File: src/rtl/cpu_params_pkg.sv
// Core-wide architectural parameters shared by the CSR and trap blocks.
package cpu_params_pkg;
  localparam int unsigned RSZ = 32;
endpackage

File: src/rtl/irq_arb_if.sv
// Trap request/acknowledge channel between the interrupt arbiter and the pipeline.
interface irq_arb_if #(
  parameter int unsigned NUM_EXT = 4
);
  localparam int unsigned IDW = (NUM_EXT > 1) ? $clog2(NUM_EXT) : 1;

  logic                            irq_req;
  logic [cpu_params_pkg::RSZ-1:0]  irq_cause;
  logic [IDW-1:0]                  ext_id;
  logic                            irq_ack;
  logic                            mret;

  modport master (output irq_req, output irq_cause, output ext_id,
                  input  irq_ack, input  mret);
  modport slave  (input  irq_req, input  irq_cause, input  ext_id,
                  output irq_ack, output mret);
endinterface

File: src/rtl/irq_arb.sv
// Machine-mode interrupt arbiter: synchronizes and ranks MEI/MSI/MTI, drives MIP,
// and issues one frozen trap request per interrupt, re-armed only by mret.
module irq_arb
  import cpu_params_pkg::*;
#(
  parameter int unsigned NUM_EXT     = 4,
  parameter int unsigned SYNC_STAGES = 2
) (
  input  logic               clk_in,
  input  logic               reset_in,
  input  logic [NUM_EXT-1:0] ext_irq,
  input  logic               timer_irq,
  input  logic               sw_irq,
  input  logic [RSZ-1:0]     mie,
  input  logic               mstatus_mie,
  output logic [RSZ-1:0]     mip,
  irq_arb_if.master          bus
);

  localparam int unsigned IDW = (NUM_EXT > 1) ? $clog2(NUM_EXT) : 1;

  typedef enum logic [1:0] {IDLE, REQ, WAIT_RET} state_t;

  state_t               state_q, state_d;
  logic [NUM_EXT-1:0]   sync_q [SYNC_STAGES];
  logic [NUM_EXT-1:0]   ext_sync;
  logic [NUM_EXT-1:0]   ext_q;
  logic [RSZ-1:0]       mip_d;
  logic                 pend_ei, pend_si, pend_ti;
  logic [3:0]           code;
  logic [IDW-1:0]       cand_id;
  logic                 req_q, req_d;
  logic [RSZ-1:0]       cause_q, cause_d;
  logic [IDW-1:0]       id_q, id_d;
  logic                 unused_mie;

  // Only the machine-level enable bits participate in arbitration.
  assign unused_mie = ^{mie[RSZ-1:12], mie[10:8], mie[6:4], mie[2:0]};

  // Multi-flop synchronizer for the asynchronous external lines.
  always_ff @(posedge clk_in) begin
    if (reset_in) begin
      for (int i = 0; i < int'(SYNC_STAGES); i++) sync_q[i] <= '0;
    end else begin
      sync_q[0] <= ext_irq;
      for (int i = 1; i < int'(SYNC_STAGES); i++) sync_q[i] <= sync_q[i-1];
    end
  end

  assign ext_sync = sync_q[SYNC_STAGES-1];

  always_comb begin
    mip_d     = '0;
    mip_d[11] = |ext_sync;
    mip_d[7]  = timer_irq;
    mip_d[3]  = sw_irq;
  end

  // ext_q is kept cycle-aligned with mip so MEIP and the winning line id agree.
  always_ff @(posedge clk_in) begin
    if (reset_in) begin
      mip   <= '0;
      ext_q <= '0;
    end else begin
      mip   <= mip_d;
      ext_q <= ext_sync;
    end
  end

  // Fixed priority MEI > MSI > MTI; lowest external index wins.
  always_comb begin
    pend_ei = mip[11] & mie[11];
    pend_si = mip[3]  & mie[3];
    pend_ti = mip[7]  & mie[7];
    if (pend_ei)      code = 4'd11;
    else if (pend_si) code = 4'd3;
    else              code = 4'd7;
    cand_id = '0;
    for (int i = int'(NUM_EXT) - 1; i >= 0; i--) begin
      if (ext_q[i]) cand_id = IDW'(i);
    end
  end

  // Next-state and registered-output logic.
  always_comb begin
    state_d = state_q;
    req_d   = req_q;
    cause_d = cause_q;
    id_d    = id_q;
    unique case (state_q)
      IDLE: begin
        req_d = 1'b0;
        if (mstatus_mie && (pend_ei || pend_si || pend_ti)) begin
          state_d = REQ;
          req_d   = 1'b1;
          cause_d = {1'b1, (RSZ-5)'(0), code};
          id_d    = cand_id;
        end
      end
      REQ: begin
        req_d = 1'b1;
        if (bus.irq_ack) begin
          state_d = WAIT_RET;
          req_d   = 1'b0;
        end
      end
      WAIT_RET: begin
        req_d = 1'b0;
        if (bus.mret) state_d = IDLE;
      end
      default: begin
        state_d = IDLE;
        req_d   = 1'b0;
      end
    endcase
  end

  always_ff @(posedge clk_in) begin
    if (reset_in) begin
      state_q <= IDLE;
      req_q   <= 1'b0;
      cause_q <= '0;
      id_q    <= '0;
    end else begin
      state_q <= state_d;
      req_q   <= req_d;
      cause_q <= cause_d;
      id_q    <= id_d;
    end
  end

  assign bus.irq_req   = req_q;
  assign bus.irq_cause = cause_q;
  assign bus.ext_id    = id_q;

endmodule
File: src/flat_wrapper.sv
// flat-port wrapper written by rule: the top's interface ports become plain ports
module irq_arb_flat import cpu_params_pkg::*;
#(
  parameter int unsigned NUM_EXT     = 4,
  parameter int unsigned SYNC_STAGES = 2
)
  (clk_in, reset_in, ext_irq, timer_irq, sw_irq, mie, mstatus_mie, mip, bus_irq_req, bus_irq_cause, bus_ext_id, bus_irq_ack, bus_mret);
  irq_arb_if #(.NUM_EXT(NUM_EXT)) bus_i ();
  input  logic clk_in;
  input  logic reset_in;
  input  logic [NUM_EXT-1:0] ext_irq;
  input  logic timer_irq;
  input  logic sw_irq;
  input  logic [RSZ-1:0] mie;
  input  logic mstatus_mie;
  output logic [RSZ-1:0] mip;
  output wire logic [$bits(bus_i.irq_req)-1:0] bus_irq_req;
  output wire logic [$bits(bus_i.irq_cause)-1:0] bus_irq_cause;
  output wire logic [$bits(bus_i.ext_id)-1:0] bus_ext_id;
  input wire logic [$bits(bus_i.irq_ack)-1:0] bus_irq_ack;
  input wire logic [$bits(bus_i.mret)-1:0] bus_mret;
  assign bus_irq_req = bus_i.irq_req;
  assign bus_irq_cause = bus_i.irq_cause;
  assign bus_ext_id = bus_i.ext_id;
  assign bus_i.irq_ack = bus_irq_ack;
  assign bus_i.mret = bus_mret;
  irq_arb #(.NUM_EXT(NUM_EXT), .SYNC_STAGES(SYNC_STAGES)) u_core (.clk_in(clk_in), .reset_in(reset_in), .ext_irq(ext_irq), .timer_irq(timer_irq), .sw_irq(sw_irq), .mie(mie), .mstatus_mie(mstatus_mie), .mip(mip), .bus(bus_i));
endmodule
File: config.mk
export PLATFORM = sky130hd
export DESIGN_NAME = irq_arb_flat
export DESIGN_NICKNAME = d
export VERILOG_FILES = /design/src/rtl/cpu_params_pkg.sv /design/src/rtl/irq_arb_if.sv /design/src/rtl/irq_arb.sv /design/src/flat_wrapper.sv
export SDC_FILE = /design/constraint.sdc
export NUM_CORES = 1
export LEC_CHECK = 0
export ABC_AREA = 0
export CAP_MARGIN = 20
export CORE_ASPECT_RATIO = 2
export CORE_MARGIN = 2
export CORE_UTILIZATION = 44
export DETAILED_ROUTE_END_ITERATION = 10
export DONT_BUFFER_PORTS = 1
export PLACE_DENSITY_LB_ADDON = 0.12
export SYNTH_ARGS = -nofsm -noshare
export SYNTH_HDL_FRONTEND = slang
export SYNTH_SLANG_ARGS = --single-unit
File: constraint.sdc
create_clock -name clk_in -period 3.1 [get_ports clk_in]
set_input_delay 0.31 -clock clk_in [delete_from_list [all_inputs] [get_ports clk_in]]
set_output_delay 0.31 -clock clk_in [all_outputs]
set_load 0.05 [all_outputs]
; Word level (Yosys, flattened, before mapping)
; Memory sizes are Yosys's and may differ from the RTL's.
; Index checks and enable logic that the tools add are counted.
[totals]
mem_bits_rw = 8
n_memories = 1
reg_bits = 46
word_cells = 43
out_inout_bits = 67
in_bits = 43
[op_classes]
n_mux = 18
bitwise = 5
n_reduce_logical = 7
n_eq_ne = 5
[memory_table]
columns = memory, words, word_bits, rd, rd_clocked_by_memory_dff, wr, line
row1 = u_core.sync_q, 2, 4, 2, 0, 2, irq_arb.sv:25  ; logic [NUM_EXT-1:0] sync_q [SYNC_STAGES];
[ops]
columns = operator, count
row1 = $mux W2, 7
row2 = $mux W4, 3
row3 = $pmux W2 S3, 1
row4 = $mux W1, 5
row5 = $ne A2 B2 Y1 const B, 2
row6 = $reduce_or A4 Y1, 1
row7 = $and A1 B1 Y1, 3
row8 = $mux W3, 1
row9 = $reduce_and A3 Y1, 1
row10 = $eq A2 B1 Y1 const B, 1
row11 = $eq A2 B2 Y1 const B, 1
row12 = $logic_not A2 Y1, 1
row13 = $logic_or A1 B1 Y1, 2
row14 = $ne A2 B1 Y1 const B, 1
row15 = $or A1 B1 Y1, 2
row16 = $pmux W1 S2, 1
row17 = $reduce_and A2 Y1, 1
row18 = $logic_and A1 B1 Y1, 1

; Depth between registers and ports, before layout
; Gate-level depths: netlist (run 1).
[depth]
word_depth = 6
depth_mapped = 5

; Least setup slack after synthesis (run 1)
; Ideal clock, no wire load.
[synth_timing]
path_kind = register to register
start = reg u_core.mip[11]
end = reg u_core.id_q[1], in the netlist u_core.bus.ext_id[1]
arrival_ns = 1.464
path_slack_ns = 1.520
synth_period_minus_slack_ns = 1.580
path_buffers = 1
setup_time_ns = 0.116
path_stages_with_launch = 5
cell_sequence = dfxtp_1 a222oi_1 or2_0 buf_2 a31o_2
[synth_between]
elab_chain_cells = 5
[synth_rtl]
columns = element, line
row1 = from (decl), irq_arb.sv:16  ; output logic [RSZ-1:0] mip,
row2 = from (signal assigned), irq_arb.sv:65  ; mip <= mip_d;
row3 = $and A1 B1 Y1, irq_arb.sv:72  ; pend_ei = mip[11] & mie[11];
row4 = $logic_or A1 B1 Y1 (2 in series), irq_arb.sv:93  ; if (mstatus_mie && (pend_ei || pend_si || pend_ti)) begin
row5 = $logic_and A1 B1 Y1, irq_arb.sv:93
row6 = $reduce_and A2 Y1 (no line), -
row7 = to (signal assigned), irq_arb.sv:128  ; id_q <= id_d;
row8 = to (decl), irq_arb.sv:34  ; logic [IDW-1:0] id_q, id_d;
; Every way passes these cells.
; A chain may end at the register's enable or synchronous reset.

; Worst setup path in the final report (run 1)
[layout_timing]
start = reg u_core.mip[11]
end = reg u_core.id_q[0], in the netlist u_core.bus.ext_id[0]
; Same word-level chain as after synthesis.

==> results of run 1 <==
## power by group through the flow
stage          clock network, W  logic [W]  registers [W]
6_report               0.000178   0.000183       0.000331
5_1_grt                0.000198   0.000193       0.000332
4_1_cts                0.000186   0.000182       0.000331
3_5_place_dp                  0   0.000182       0.000338
3_3_place_gp                  0   0.000181       0.000337
2_1_floorplan                 0   0.000235       0.000340
## area by class of cell
cell class	count	area (um2)
fillers	280	1540
multi-input cells	97	474
flip-flops and latches	23	460
clock buffers	4	45.0
well taps	28	35.0
inverters	3	11.3
repair buffers	1	7.51
## layer usage
metal	track usage	vias up	wire, um
li1	-	295	-
met1	0.0980	284	490
met2	0.145	50	866
met3	0.0286	4	187
met4	0.0600	0	30
met5	0	-	0
## cell families (layout without fill, tap and decap cells)
kind of cell	after synthesis	after routing	synth area share
buffers and inverters	65	8	0.389
AND/OR/NAND/NOR	29	29	0.142
flip-flops	23	23	0.386
AO/OA/AOI/OAI	12	12	0.0798
other	1	56	0.00314
## path summary, 6_finish.rpt
check | from | slack, ps | end | cells after the start
worst max-delay path | u_core.mip[11] | 1370 | u_core.bus.ext_id[0] | 3
worst min-delay path | reset_in | 110 | u_core.mip[11] | 1
worst max register to register | u_core.mip[11] | 1370 | u_core.bus.ext_id[0] | 3
worst min register to register | u_core.sync_q[0][0] | 440 | u_core.sync_q[0][4] | 1
## sequential cells by signal, indices dropped and copies added (netlist names)
name and count:
u_core.sync_q 8, u_core.ext_q 4, u_core.bus.irq_cause 3, u_core.mip 3
u_core.bus.ext_id 2, u_core.state_q 2, u_core.bus.irq_req 1
## layout by cell type (no fill, tap or decap), drive strengths merged
cell type	instances
nand3b	1
nor4	2
a31o	2
dfxtp	23
a22oi	1
conb	56
nor2b	14
a21oi	5
nand2	3
nor3	1
nor2	4
a222oi	1
or2	1
inv	3
o211ai	1
or3	1
o41ai	1
buf	1
or3b	2
clkbuf	4
o221a	1
## per-stage QoR
step / area (um2) / cells / setup slack (ps)
floorplan: 1400 / 185 / 1520
global placement: 988 / 152 / 1350
detailed placement: 988 / 152 / 1340
CTS: 1030 / 156 / 1320
global route: 1030 / 156 / 1230
finish: 1030 / 156 / 1370
## critical path, cell delays in order (launching register included)
cell and delay, ps:
dfxtp_1 690, a222oi_1 270, or2_0 370, o41ai_2 300
==> flow_summary.toml, run 1 <==
[outcome]
outcome = "finished, final reports clean"

[routing]
drc_errors = 0
ant_nets = 0
drtPass1Iterations = 4
drtIter0Drc = 15
wl_per_cell_um = 10.1
viasPerCell = 4.06
vias = 633
wl_um = 1570

[power_and_ir_drop]
pwr-share-comb = 0.264
powerDensity_mw_per_mm2 = 669
switchingPower_w = 0.000279
intPower_w = 0.000412
clock_power_share = 0.257
ir_drop_mv = 0.324
p_seq_frac = 0.478
power_w = 0.000692
p_leak_nw = 0.491
swShare = 0.404

[cells_and_area]
diodes = 0
syn2layout_area_growth_pct = -13.3
layout-drive-gt1-share = 0.0703
post-route-util = 0.402
fin_nets = 172

[clocking]
clk_latency_ps = 260
htree_levels = 1
cts.sinks = 23
clockBufferDepth = 2
root_buffer = "clkbuf_8"
numCtsBuffers = 3
post_cts_buffers = 0
cts_resized = 0
ctsHoldBuffers = 0
cts_tree = "done"
clkTransAtPathRegs_ps = 80

[synth]
synthCells = 130
ys.flop_type = "dfxtp_1"
synth_top_area_frac = 0.386
ys_async_sr_fraction = 0
synth-seq-cells = 23
synth.largest_area_cell = "dfxtp_1"
yosys-top-cells-area = "dfxtp_1, buf_4, nor2b_1"
seq_area_frac_synth = 0.386
synth-edff-count = 0
synth.distinct_cells = 23
yosysWarnings = 0
avgSynthCellArea_um2 = 9.17
post-synth-top-count-cell = "buf_4"
synth_area_mm2 = 0.00119
synth_top_cells_by_count = "buf_4, dfxtp_1, nor2b_1"

[critical_path]
endpoint_kind = "flip-flop"
cp.arrival_ps = 1900
cp_data_required_time_ps = 3260
setup.worst_path.class = "reg -> reg"
path_max_fanout = 6
start_kind = "flip-flop"

[floorplanning]
core_mm2 = 0.00257
ios = 110
die_y_um = 77.6
initial_core_util = 0.464
die_area_mm2 = 0.00317
rows = 26
die_w_um = 40.8

[global_routing]
overflow = 0
antenna_found_initial = 0
grtUsageTotal = 0.0928
grt_pass1_vias = 462
grt_max_degree = 24
grt_pass1_wl_um = 2010

[sta]
slew_headroom = 0.618
tns_ps = 0
rsz0062_at_grt = "no"
hold_slack_ps = 110
setup_viol = 0
fin_skew_ps = 6.20
period_minus_slack_ps = 1730
max_freq_ghz = 0.577
slew_violations = 0
fin_crit_sh = 0.559
hold_violations = 0
tightest_slew_ps = 572

[placed_design]
place_congestion = 0.631
hpwl_um = 1270
port_buffers = 0

[worst_hold_path]
hold_path.class = "in -> reg"

[flow_run]
drv_cap = 0
Note: power is estimated with default switching activity, not from simulation.
==> run 2: changes to the inputs <==
==> constraint.sdc (replaced) <==
create_clock -name clk_in -period 1.5 [get_ports clk_in]
set_input_delay 0.15 -clock clk_in [delete_from_list [all_inputs] [get_ports clk_in]]
set_output_delay 0.15 -clock clk_in [all_outputs]
set_load 0.05 [all_outputs]
==> flow_summary.toml, run 2 (synthesis results as in run 1) <==
[outcome]
outcome = "finished, final reports clean"

[global_routing]
busiest_layer = "met2"
grt_max_degree = 21
overflow = 0
grt_use_met1 = 0.105
grtUsageTotal = 0.108
grt_pass1_wl_um = 2330
use_met3 = 0.0229
antenna_found_initial = 0
grt_use_met2 = 0.177
grt_pass1_vias = 542

[routing]
drtIter0Drc = 12
wl_per_cell_um = 9.92
ant_nets = 0
viasPerCell = 4.01
wl_um = 1680
drc_errors = 0
vias = 678
drtPass1Iterations = 4

[sta]
slew_headroom = 0.529
period_minus_slack_ps = 1400
tns_ps = 0
tightest_slew_ps = 704
slew_violations = 0
hold_violations = 0
rsz0062_at_grt = "no"
fin_skew_ps = 0.903
setup_viol = 0
hold_slack_ps = 15.4
fin_crit_sh = 0.934
max_freq_ghz = 0.714

[worst_hold_path]
whs_path_depth = 1
hold_path.class = "in -> reg"
hold_end = "u_core.sync_q[0][2]"
worstHoldStart = "ext_irq[2]"

[critical_path]
start_kind = "flip-flop"
setup.worst_path.class = "reg -> reg"
cp_data_required_time_ps = 1660
reg2reg_from = "u_core.state_q[1]"
slowest_stage = "or3b_1"
path_max_fanout = 4
r2r_setup_slack_ps = 100
endpoint_kind = "flip-flop"
r2r-end = "u_core.bus.ext_id[0]"
reg2reg_depth = 3
crit_chain = "or3b_1 > or2_1 > o41ai_2"
cp_slowest_stage_delay_ps = 400
cp.arrival_ps = 1570
critPathBufInv = 0
crit_family = "simple AND/OR/NAND/NOR gates"

[power_and_ir_drop]
swShare = 0.404
pwr-share-comb = 0.301
p_leak_nw = 0.557
clock_power_share = 0.253
p_seq_frac = 0.446
intPower_w = 0.000874
ir_drop_mv = 0.648
switchingPower_w = 0.000593
powerDensity_mw_per_mm2 = 1290
power_w = 0.00147

[clocking]
clkTransAtPathRegs_ps = 70
cts_tree = "done"
clockBufferDepth = 2
htree_levels = 1
post_cts_buffers = 0
root_buffer = "clkbuf_8"
numCtsBuffers = 3
cts.sinks = 23
clk_latency_ps = 260

[floorplanning]
ios = 110
rows = 26
initial_core_util = 0.464
die_y_um = 77.6
die_area_mm2 = 0.00317
core_mm2 = 0.00257
die_w_um = 40.8

[cells_and_area]
fill_cells = 277
top_register = "u_core.sync_q"
fin_nets = 185
design_area_mm2 = 0.00114
final_cells = 169
diodes = 0
final_cell_mix = "conb_1, dfxtp_1, nor2b_1"
syn2layout_area_growth_pct = -4.72
final_common_cell = "conb_1"
largest_reg_flops = 8
reg.largest.list = "u_core.sync_q: 8 flops, u_core.ext_q: 4 flops"
layout-drive-gt1-share = 0.163

[placed_design]
port_buffers = 0
hpwl_um = 1390
place_congestion = 0.634
dpl.cell_count = 164
place_area_mm2 = 0.00108

[flow_run]
drv_cap = 0
## run 2: changes by cell type in the layout (fill, tap and decap cells not counted), sizes merged
cell / previous run / this run
dlygate4sd3: 0 / 1
buf: 1 / 13
## run 2: worst max path at each step
stage	startpoint	end	slack (ps)	cells after the start
2_1_floorplan	u_core.mip[7]	u_core.bus.ext_id[1]	5	4
3_3_place_gp	u_core.state_q[1]	u_core.bus.irq_cause[3]	70	3
3_5_place_dp	u_core.state_q[1]	u_core.bus.ext_id[0]	60	3
4_1_cts	u_core.mip[11]	u_core.state_q[0]	30	4
5_1_grt	u_core.state_q[1]	u_core.bus.ext_id[1]	4	4
6_report	u_core.state_q[1]	u_core.bus.ext_id[0]	100	3
## run 2: per-stage QoR
stage / setup slack, ps / util
global placement: 67.6 / 0.421
floorplan: 4.91 / -
global route: 4.12 / 0.442
finish: 99.4 / 0.442
CTS: 33.2 / 0.442
detailed placement: 61.1 / 0.421
## run 2: area by class of cell
cell class | instances | area [um2] | share of cell area
multi-input cells | 97 | 474 | 0.417
well taps | 28 | 35.0 | 0.0308
repair buffers | 14 | 108 | 0.0947
flip-flops and latches | 23 | 463 | 0.407
inverters | 3 | 11.3 | 0.00991
clock buffers | 4 | 45.0 | 0.0396
## run 2: worst reg2reg max path: stages (launching register included)
cell,delay [ps]
dfxtp_1,310
or3b_1,400
or2_1,310
o41ai_2,290
## run 2: repair_timing
action,4_1_cts,5_1_grt
gates resized for setup,0,1
setup endpoints to repair,0,4
hold buffers,1,0
endpoints found under the hold margin,20,0
## run 2: routing by layer
layer | routed length (um) | vias up | part of all wire
met5 | 0 | - | 0
met4 | 41 | 0 | 0.024
met3 | 176 | 4 | 0.10
met2 | 950 | 45 | 0.57
met1 | 509 | 308 | 0.30
li1 | - | 321 | -
## run 2: power by group through the flow
stage               sequential (W)  combinational (W)  clock, W
floorplan                 0.000703           0.000487         0
global placement          0.000667           0.000428         0
detailed placement        0.000669           0.000431         0
CTS                       0.000654           0.000440  0.000387
global route              0.000657           0.000465  0.000401
finish                    0.000654           0.000442  0.000371
==> run 3: changes to the inputs <==
--- a/config.mk
+++ b/config.mk
@@ -6,9 +6,8 @@
 export NUM_CORES = 1
 export LEC_CHECK = 0
 export ABC_AREA = 0
-export CAP_MARGIN = 20
+export CAP_MARGIN = 40
 export CORE_ASPECT_RATIO = 2
-export CORE_MARGIN = 2
 export CORE_UTILIZATION = 44
 export DETAILED_ROUTE_END_ITERATION = 10
 export DONT_BUFFER_PORTS = 1
==> flow_summary.toml, run 3 (synthesis results as in run 1) <==
[placed_design]
port_buffers = 0
place_congestion = 0.659
hpwl_um = 1360
place_area_mm2 = 0.00108
dpl.cell_count = 164

[flow_run]
drv_cap = 0

[routing]
wl_um = 1650
drtPass1Iterations = 4
drc_errors = 0
viasPerCell = 4.00
wl_per_cell_um = 9.74
vias = 676
drtIter0Drc = 10
ant_nets = 0

[floorplanning]
rows = 26
initial_core_util = 0.464
die_area_mm2 = 0.00293
die_y_um = 75.6
die_w_um = 38.8
ios = 110
core_mm2 = 0.00257

[critical_path]
setup.worst_path.class = "reg -> reg"
critPathBufInv = 1
cp.arrival_ps = 1580
cp_data_required_time_ps = 1680
start_kind = "flip-flop"
crit_chain = "or3b_1 > or2_1 > buf_4 > a21oi_1"
cp.depth = 4
crit_family = "simple AND/OR/NAND/NOR gates"
cp_slowest_stage_delay_ps = 400
path_max_fanout = 4
slowest_stage = "or3b_1"
endpoint_kind = "flip-flop"
reg2reg_depth = 4

[sta]
slew_violations = 0
hold_violations = 0
setup_viol = 0
rsz0062_at_grt = "no"
fin_crit_sh = 0.930
period_minus_slack_ps = 1390
fin_skew_ps = 1.42
slew_headroom = 0.527
max_freq_ghz = 0.717
tns_ps = 0
tightest_slew_ps = 707
hold_slack_ps = 19.9

[cells_and_area]
final_common_cell = "conb_1"
syn2layout_area_growth_pct = -4.72
post-route-util = 0.442
diodes = 0
final_cell_mix = "conb_1, dfxtp_1, nor2b_1"
top_register = "u_core.sync_q"
reg.largest.list = "u_core.sync_q: 8 flops, u_core.ext_q: 4 flops"
layout-drive-gt1-share = 0.163
largest_reg_flops = 8
design_area_mm2 = 0.00114
final_cells = 169
fin_nets = 185

[clocking]
cts_tree = "done"
post_cts_buffers = 0
clockBufferDepth = 2
cts.sinks = 23
htree_levels = 1
clk_latency_ps = 250
numCtsBuffers = 3
clkTransAtPathRegs_ps = 70
root_buffer = "clkbuf_8"

[global_routing]
antenna_found_initial = 0
grtUsageTotal = 0.115
grt_max_degree = 21
grt_pass1_vias = 554
overflow = 0
grt_pass1_wl_um = 2350

[power_and_ir_drop]
powerDensity_mw_per_mm2 = 1290
ir_drop_mv = 0.626
p_leak_nw = 0.557

[worst_hold_path]
whs_path_depth = 1
hold_path.class = "in -> reg"

[outcome]
outcome = "finished, final reports clean"
-- run 3: cell counts in the layout (fill, tap and decap cells not counted) --
No cell type changed its count.
-- run 3: where the power goes --
group          switching (W)  internal, W  total, W
clock               0.000176     0.000189  0.000365
sequential         0.0000168     0.000637  0.000654
combinational       0.000394    0.0000479  0.000442
total               0.000587     0.000874   0.00146
-- run 3: final timing paths --
check / to / slack, ps / start
setup / recovery: u_core.bus.irq_cause[1] / 110 / u_core.state_q[1]
hold reg to reg: u_core.sync_q[0][7] / 450 / u_core.sync_q[0][3]
setup reg to reg: u_core.bus.irq_cause[1] / 110 / u_core.state_q[1]
hold / removal: u_core.sync_q[0][0] / 20 / ext_irq[0]
-- run 3: worst reg2reg max path, delay by kind of cell, from the launching register on --
family,cells,cell delay (ps)
compound gates,1,130
buf+inv,1,170
flops,1,320
simple gates,2,710
-- run 3: cell type report --
class | count | area, um2
Tap cell | 28 | 35.0
Multi-Input combinational cell | 97 | 474
Fill cell | 270 | 1430
Timing Repair Buffer | 14 | 108
Sequential cell | 23 | 463
Clock buffer | 4 | 45.0
Inverter | 3 | 11.3
-- run 3: what timing repair did --
| action | CTS | global route |
|---|---|---|
| gates resized for setup | 0 | 1 |
| hold endpoints to repair | 20 | 0 |
| setup endpoints to repair | 0 | 3 |
| hold buffers | 1 | 0 |
-- run 3: through the flow --
| step | power [W] | worst slack [ps] |
|---|---|---|
| 6_report | 0.00146 | 105 |
| 5_1_grt | 0.00153 | 30.7 |
| 4_1_cts | 0.00148 | 32.5 |
| 3_5_place_dp | 0.00110 | 57.0 |
| 3_3_place_gp | 0.00110 | 64.3 |
| 2_1_floorplan | 0.00119 | 4.91 |
-- run 3: per-layer routing --
metal  vias to the layer above  GRT usage  wire, um
met1                       308     0.0996       507
met5                         -          0         0
met2                        44      0.213       977
met4                         0     0.0805        23
met3                         2     0.0292       139
li1                        322          -         -
